File: src/rtl/alu_operand_pipe.sv
// Operand-selection stage: resolves EX/MEM and MEM/WB forwarding, applies the
// immediate select, and registers operands/store data with stall and flush.
module alu_operand_pipe #(
  parameter int WIDTH    = 32,
  parameter int RADDR_W  = 5,
  parameter int ZERO_REG = 0
) (
  input  logic               clk,
  input  logic               rst_n,
  input  logic               stall,
  input  logic               flush,
  input  logic               in_valid,
  input  logic [RADDR_W-1:0] rs_addr,
  input  logic [RADDR_W-1:0] rt_addr,
  input  logic [WIDTH-1:0]   rs_data,
  input  logic [WIDTH-1:0]   rt_data,
  input  logic [WIDTH-1:0]   imm,
  input  logic               alu_src,
  input  logic               exmem_wr,
  input  logic [RADDR_W-1:0] exmem_rd,
  input  logic [WIDTH-1:0]   exmem_alu,
  input  logic               memwb_wr,
  input  logic [RADDR_W-1:0] memwb_rd,
  input  logic               memwb_mem_to_reg,
  input  logic [WIDTH-1:0]   memwb_rdata,
  input  logic [WIDTH-1:0]   memwb_alu,
  output logic               out_valid,
  output logic [WIDTH-1:0]   op_a,
  output logic [WIDTH-1:0]   op_b,
  output logic [WIDTH-1:0]   store_data,
  output logic [1:0]         fwd_a,
  output logic [1:0]         fwd_b
);

  typedef enum logic [1:0] {
    FWD_RF = 2'b00,
    FWD_WB = 2'b01,
    FWD_EX = 2'b10
  } fwd_e;

  localparam logic [RADDR_W-1:0] ZERO_ADDR = RADDR_W'(ZERO_REG);

  // EX/MEM is checked first so the younger result always wins.
  function automatic fwd_e fwd_sel(
    input logic [RADDR_W-1:0] src,
    input logic               ex_wr,
    input logic [RADDR_W-1:0] ex_rd,
    input logic               wb_wr,
    input logic [RADDR_W-1:0] wb_rd
  );
    if (src == ZERO_ADDR)              return FWD_RF;
    else if (ex_wr && (ex_rd == src))  return FWD_EX;
    else if (wb_wr && (wb_rd == src))  return FWD_WB;
    else                               return FWD_RF;
  endfunction

  logic [WIDTH-1:0] wb_val;
  logic [WIDTH-1:0] fa;
  logic [WIDTH-1:0] fb;
  fwd_e             sel_a;
  fwd_e             sel_b;

  always_comb begin
    wb_val = memwb_mem_to_reg ? memwb_rdata : memwb_alu;
    sel_a  = fwd_sel(rs_addr, exmem_wr, exmem_rd, memwb_wr, memwb_rd);
    sel_b  = fwd_sel(rt_addr, exmem_wr, exmem_rd, memwb_wr, memwb_rd);

    unique case (sel_a)
      FWD_EX:  fa = exmem_alu;
      FWD_WB:  fa = wb_val;
      default: fa = rs_data;
    endcase

    unique case (sel_b)
      FWD_EX:  fb = exmem_alu;
      FWD_WB:  fb = wb_val;
      default: fb = rt_data;
    endcase
  end

  logic             out_valid_d,  out_valid_q;
  logic [WIDTH-1:0] op_a_d,       op_a_q;
  logic [WIDTH-1:0] op_b_d,       op_b_q;
  logic [WIDTH-1:0] store_data_d, store_data_q;
  fwd_e             fwd_a_d,      fwd_a_q;
  fwd_e             fwd_b_d,      fwd_b_q;

  always_comb begin
    // NOTE: every output of this block gets a default first (here: hold), so
    // no path leaves a variable unassigned and no latch is inferred.
    out_valid_d  = out_valid_q;
    op_a_d       = op_a_q;
    op_b_d       = op_b_q;
    store_data_d = store_data_q;
    fwd_a_d      = fwd_a_q;
    fwd_b_d      = fwd_b_q;

    if (flush) begin
      out_valid_d  = 1'b0;
      op_a_d       = '0;
      op_b_d       = '0;
      store_data_d = '0;
      fwd_a_d      = FWD_RF;
      fwd_b_d      = FWD_RF;
    end else if (!stall) begin
      // Data loads even for a bubble; only out_valid marks it invalid.
      out_valid_d  = in_valid;
      op_a_d       = fa;
      op_b_d       = alu_src ? imm : fb;
      store_data_d = fb;
      fwd_a_d      = sel_a;
      fwd_b_d      = sel_b;
    end
  end

  always_ff @(posedge clk or negedge rst_n) begin
    // NOTE: non-blocking assignments here so every flop samples the
    // pre-edge value of its _d input, independent of statement order.
    if (!rst_n) begin
      out_valid_q  <= 1'b0;
      op_a_q       <= '0;
      op_b_q       <= '0;
      store_data_q <= '0;
      fwd_a_q      <= FWD_RF;
      fwd_b_q      <= FWD_RF;
    end else begin
      out_valid_q  <= out_valid_d;
      op_a_q       <= op_a_d;
      op_b_q       <= op_b_d;
      store_data_q <= store_data_d;
      fwd_a_q      <= fwd_a_d;
      fwd_b_q      <= fwd_b_d;
    end
  end

  assign out_valid  = out_valid_q;
  assign op_a       = op_a_q;
  assign op_b       = op_b_q;
  assign store_data = store_data_q;
  assign fwd_a      = fwd_a_q;
  assign fwd_b      = fwd_b_q;

endmodule
File: config.mk
export PLATFORM = sky130hd
export DESIGN_NAME = alu_operand_pipe
export DESIGN_NICKNAME = d
export VERILOG_FILES = /design/src/rtl/alu_operand_pipe.sv
export SDC_FILE = /design/constraint.sdc
export NUM_CORES = 1
export LEC_CHECK = 0
export ABC_AREA = 1
export CORE_MARGIN = 3
export CORE_UTILIZATION = 38
export CTS_CLUSTER_SIZE = 28
export DETAILED_ROUTE_END_ITERATION = 8
export PLACE_DENSITY = 0.82
export SLEW_MARGIN = 20
export SYNTH_ARGS = -nofsm -noshare
export SYNTH_HDL_FRONTEND = slang
export SYNTH_SLANG_ARGS = --single-unit
File: constraint.sdc
create_clock -name clk -period 0.8 [get_ports clk]
set_input_delay 0.16 -clock clk [delete_from_list [all_inputs] [get_ports clk]]
set_output_delay 0.16 -clock clk [all_outputs]
set_load 0.01 [all_outputs]
# Word-level counts from Yosys, hierarchy flattened

Cells that the tools add are included.

Muxes and demuxes: 22
Reductions and logical operators: 6
Eq/ne operators: 9

Operator list:

| kind                 | count |
|---|---|
| $mux W32             | 8 |
| $pmux W32 S2         | 2 |
| $eq A5 B5 Y1         | 4 |
| $mux W2              | 8 |
| $logic_not A5 Y1     | 2 |
| $eq A2 B1 Y1 const B | 2 |
| $eq A2 B2 Y1 const B | 2 |
| $logic_and A1 B1 Y1  | 4 |
| $mux W1              | 4 |
| $ne A2 B1 Y1 const B | 1 |

Input bits: 221
Register bits: 101
Word-level logic and storage cells: 43

# Logic depth before layout (Yosys ltp)

Word-level depth: 10
Gate-level depth with buffers: 17

# Worst setup path before layout

OpenSTA, ideal clock, no wires.

Path kind: in2reg
Start point: in exmem_rd[2]
End point: reg op_b_q[23] (netlist: op_b[23])
Setup slack: -937 ps
Data arrival time: 1620 ps
Cell stages on the path: 14
Cell sequence: inv_1 > nand2_1 > inv_1 > nor3_1 > nand3_1 > ha_1 > buf_4 > clkbuf_1 > a21oi_1 > nand2_1 > nand2_1 > nand2_1 > nand2_1 > nand2_1

Word-level cells in the longest chain between the ends: 9
Elaborated cells between the ends (all ways): 10
Those cells by class: 3 x eq/ne; 6 x mux; 1 x reduce/logical

RTL lines:

| element                                      | RTL line | source |
|---|---|---|
| start: declaration                           | 20       | `input logic [RADDR_W-1:0] exmem_rd,` |
| $eq A5 B5 Y1 (*)                             | 52       | `else if (ex_wr && (ex_rd == src)) return FWD_EX;` |
| $logic_and A1 B1 Y1 (*)                      | 52       |  |
| $mux W2 (*)                                  | 52       |  |
| $mux W2 (*)                                  | 51       | `if (src == ZERO_ADDR) return FWD_RF;` |
| $eq A2 B1 Y1 or $eq A2 B2 Y1 (tied branches) | 74       | `unique case (sel_b)` |
| $pmux W32 S2 (*)                             | 74       |  |
| $mux W32 (*)                                 | 109      | `op_b_d = alu_src ? imm : fb;` |
| $mux W32 (*)                                 | 105      | `end else if (!stall) begin` |
| $mux W32 (*)                                 | 98       | `if (flush) begin` |
| end signal: assignment                       | 129      | `op_b_q <= op_b_d;` |
| end: declaration                             | 83       | `logic [WIDTH-1:0] op_b_d, op_b_q;` |

Mark *: on every way between the ends. The rest lies on a longest branch, timed or not. The select of a mux whose other input is x is not followed.
A chain may end at the register's enable or synchronous reset.

# Worst setup path in the final report

Start point: in rt_addr[3]
End point: reg op_b_q[9] (netlist: op_b[9])

Word-level cells in the longest chain between the ends: 10
Elaborated cells between the ends (all ways): 14
Those cells by class: 4 x eq/ne; 7 x mux; 3 x reduce/logical

RTL lines:

| element                                      | RTL line | source |
|---|---|---|
| start: declaration                           | 14       | `input logic [RADDR_W-1:0] rt_addr,` |
| $eq A5 B5 Y1                                 | 53       | `else if (wb_wr && (wb_rd == src)) return FWD_WB;` |
| $logic_and A1 B1 Y1                          | 53       |  |
| $mux W1                                      | 53       |  |
| $mux W2                                      | 52       |  |
| $mux W2 (*)                                  | 51       |  |
| $eq A2 B1 Y1 or $eq A2 B2 Y1 (tied branches) | 74       |  |
| $pmux W32 S2 (*)                             | 74       |  |
| $mux W32 (*)                                 | 109      |  |
| $mux W32 (*)                                 | 105      |  |
| $mux W32 (*)                                 | 98       |  |

Marks and branches as above.

==> qor.txt <==
CTS buffer count = 9
cell family with most CP delay = simple AND/OR/NAND/NOR gates
clk_lat worst skew = 360 ps
vias in the first global route = 8,568
design area = 13,100 um^2
DIE HEIGHT = 138 um
Antenna Violating Nets Remaining = 0
RSZ-0062 raised after global routing = true
Initial Util = 39.3%
Most used DFF post-synth = dfrtp_1
Final #Nets = 1,722
P&R area growth vs syn = 98.4%
pin count of the biggest net entering global routing = 41
worst vdd ir = 1.07 mV
first-pass GRT wire length = 44,400 um
worst-margin pin slew = 288 ps
WL final = 32,600 um
Max Fanout on Critical Path = 6
Clock transition at path regs = 70 ps
Arr. time, crit path = 1910 ps
TritonCTS clock tree = built
DP HPWL = 20,500 um
critical path's slowest cell = ha_4
crit start category = primary input
clk buf depth = 2
Fin Clk Skew = 0 ps
Finished Layout Cells = 1,722
gr usage total = 30.2%
Post-Synthesis Cells = 1,046
CP max stage delay = 270 ps
total gr overflow = 0
Routability Congestion = 0.930
FF+latch count, synth = 101
DR WL/cell = 18.9 um
Tmin final = 1650 ps
Vias/cell = 5.20
Placed Area = 10,900 um^2
pwr/cell area = 1180 nW/um^2
post-synth top area share = 38.2%
Placed Cells = 1,604
area of the mapped netlist = 6610 um^2
Slew headroom = 80.7%
Critical Path RT = 1060 ps
Syn Area/Cell = 6.32 um^2
Synth async-reset ratio = 100%
clock sinks = 101
Vias = 8,954
failing checks = negative setup slack
Rows = 47
final worst slack = -854 ps
sequential area share after synthesis = 38.2%
total buffers and inverters traversed by the critical path = 5
outcome = finished with violations
die area = 19,000 um^2
kind of critical path = primary input to flip-flop
core box area = 16,800 um^2
Clock Tree Root = clkbuf_16
Max Slew Vio Count = 0
most used cell, CP = nand2_2
Setup Viol. Count Final = 200
Ports = 322
initial antenna violation count = 1
Final Hold Viols = 0
Mapped Nets = 1,271
Remaining DRCs = 0
ratio of final minimum period to clock period = 207%
leading area contributor after synthesis = dfrtp_1
sum of negative setup slack = -95,130 ps
max_cap viols = 0
Worst setup EP type = flip-flop
Distinct cells, synth = 22
HP Class = primary input to asynchronous set/reset pin
First DRT Iteration DRCs = 673
fill count = 1,124
top post-synthesis cells by count = nand2_1 (487), dfrtp_1 (101), a21oi_1 (98)
H-tree Lvls = 3
Detailed Routing Iterations Pass 1 = 4
crit path cell chain = buf_8, buf_6, nand2_4, nand2_1, nor2_1, nand3_1, nand2_2, inv_2, ha_4, buf_8, buf_8, a21oi_2, nand2_1, nand2_2, nand2_2, nand2_2, nand2_2
top-count cell post-synth = nand2_1
Die W = 138 um
Post-synth EDFFs = 0
fmax = 604 MHz
Yosys warning total = 0
main area contributors after synthesis = dfrtp_1 (38%), nand2_1 (28%), a21oi_1 (7.4%)
layout cells sized above 1 = 39.6%
LEAKAGE = 6.54 nW
port bufs = 321
[registers in the layout, summed over array words and instances, names as in the netlist]
signal and count:
op_b 32, out_valid 1, fwd_b 2, op_a 32, fwd_a 2, store_data 32
[worst register-to-register path, delay by kind of cell (launching register included)]
family	cells	cell delay [ps]
simple gates	2	110
buf+inv	3	390
flops	1	420
[metrics by stage]
stage          hold slack [ps]  power [mW]  setup WS, ps  util (%)
2_1_floorplan             -136        7.42          -838         -
3_3_place_gp              43.4        10.1         -1710      64.8
3_5_place_dp              38.8        10.1         -1780      64.8
4_1_cts                    201        14.8          -763      71.6
5_1_grt                    233        16.1          -939      77.9
6_report                   200        15.5          -854      77.9
[placed cells by master, fill, tap and decap left out, drive strengths merged]
cell / n
clkdlybuf4s50: 194
ha: 4
clkinvlp: 3
nand3: 12
buf: 296
nor3: 2
a21oi: 98
nand4: 2
clkbuf: 17
diode: 1
o21ai: 96
clkinv: 1
nand2: 488
inv: 95
dlygate4sd3: 1
clkdlybuf4s15: 2
nor2: 88
dfrtp: 101
a22o: 1
[cell type report]
type                       instances  area [um^2]  area share [%]
inverter                          94          433            3.30
timing repair buffer             500         5150            39.3
antenna                            1         2.50          0.0191
multi-input combinational        791         4450            33.9
clock buffer                      10          239            1.82
tap                              220          275            2.10
clock inverter                     5         36.3           0.277
sequential                       101         2530            19.3
[kinds of logic (layout without fill, tap and decap cells)]
logic type / Yosys count / after routing / share of synthesized area (%)
compound gates: 195 / 195 / 16.6
simple gates: 592 / 592 / 34.1
flops: 101 / 101 / 38.2
buf+inv: 154 / 609 / 10.2
other cells: 0 / 1 / 0
fa+ha+maj: 4 / 4 / 0.757
[layer usage]
| metal | share of wire [%] | vias to the layer above | wire (um) | track usage (%) |
|---|---|---|---|---|
| li1 | - | 4149 | - | - |
| met1 | 36 | 4163 | 11800 | 35.5 |
| met2 | 50 | 523 | 16200 | 53.0 |
| met3 | 9.1 | 119 | 2980 | 6.75 |
| met4 | 4.9 | 0 | 1610 | 12.5 |
| met5 | 0 | - | 0 | 0 |
[where the power goes]
part	total, mW	internal [mW]	switching [mW]
Sequential	5.67	5.44	0.227
Combinational	5.54	2.93	2.61
Clock	4.29	2.19	2.10
Total	15.5	10.6	4.94
[worst paths after layout]
path                       slack [ps]                   endpoint            startpoint  cells after the start
max reg2reg                      -220       op_b[26]$_DFFE_PN0P_  op_b[26]$_DFFE_PN0P_                      5
min reg2reg                       470       fwd_b[1]$_DFFE_PN0P_  fwd_b[1]$_DFFE_PN0P_                      2
max in group asynchronous         130  store_data[5]$_DFFE_PN0P_                 rst_n                      3
min                               200       op_b[25]$_DFFE_PN0P_                 rst_n                      2
min in group clk                  240       fwd_a[1]$_DFFE_PN0P_            rs_addr[0]                      6
max                              -850        op_b[9]$_DFFE_PN0P_            rt_addr[3]                     17
[what timing repair did]
| action | 4_1_cts | 5_1_grt |
|---|---|---|
| gates cloned | 12 | 7 |
| endpoints found under the hold margin | 101 | 0 |
| pin swaps | 80 | 101 |
| resized for setup | 704 | 161 |
| setup endpoints to repair | 202 | 199 |
| buffers inserted | 47 | 40 |
| hold buffers | 1 | 0 |
Power figures use the tool's default switching activity.
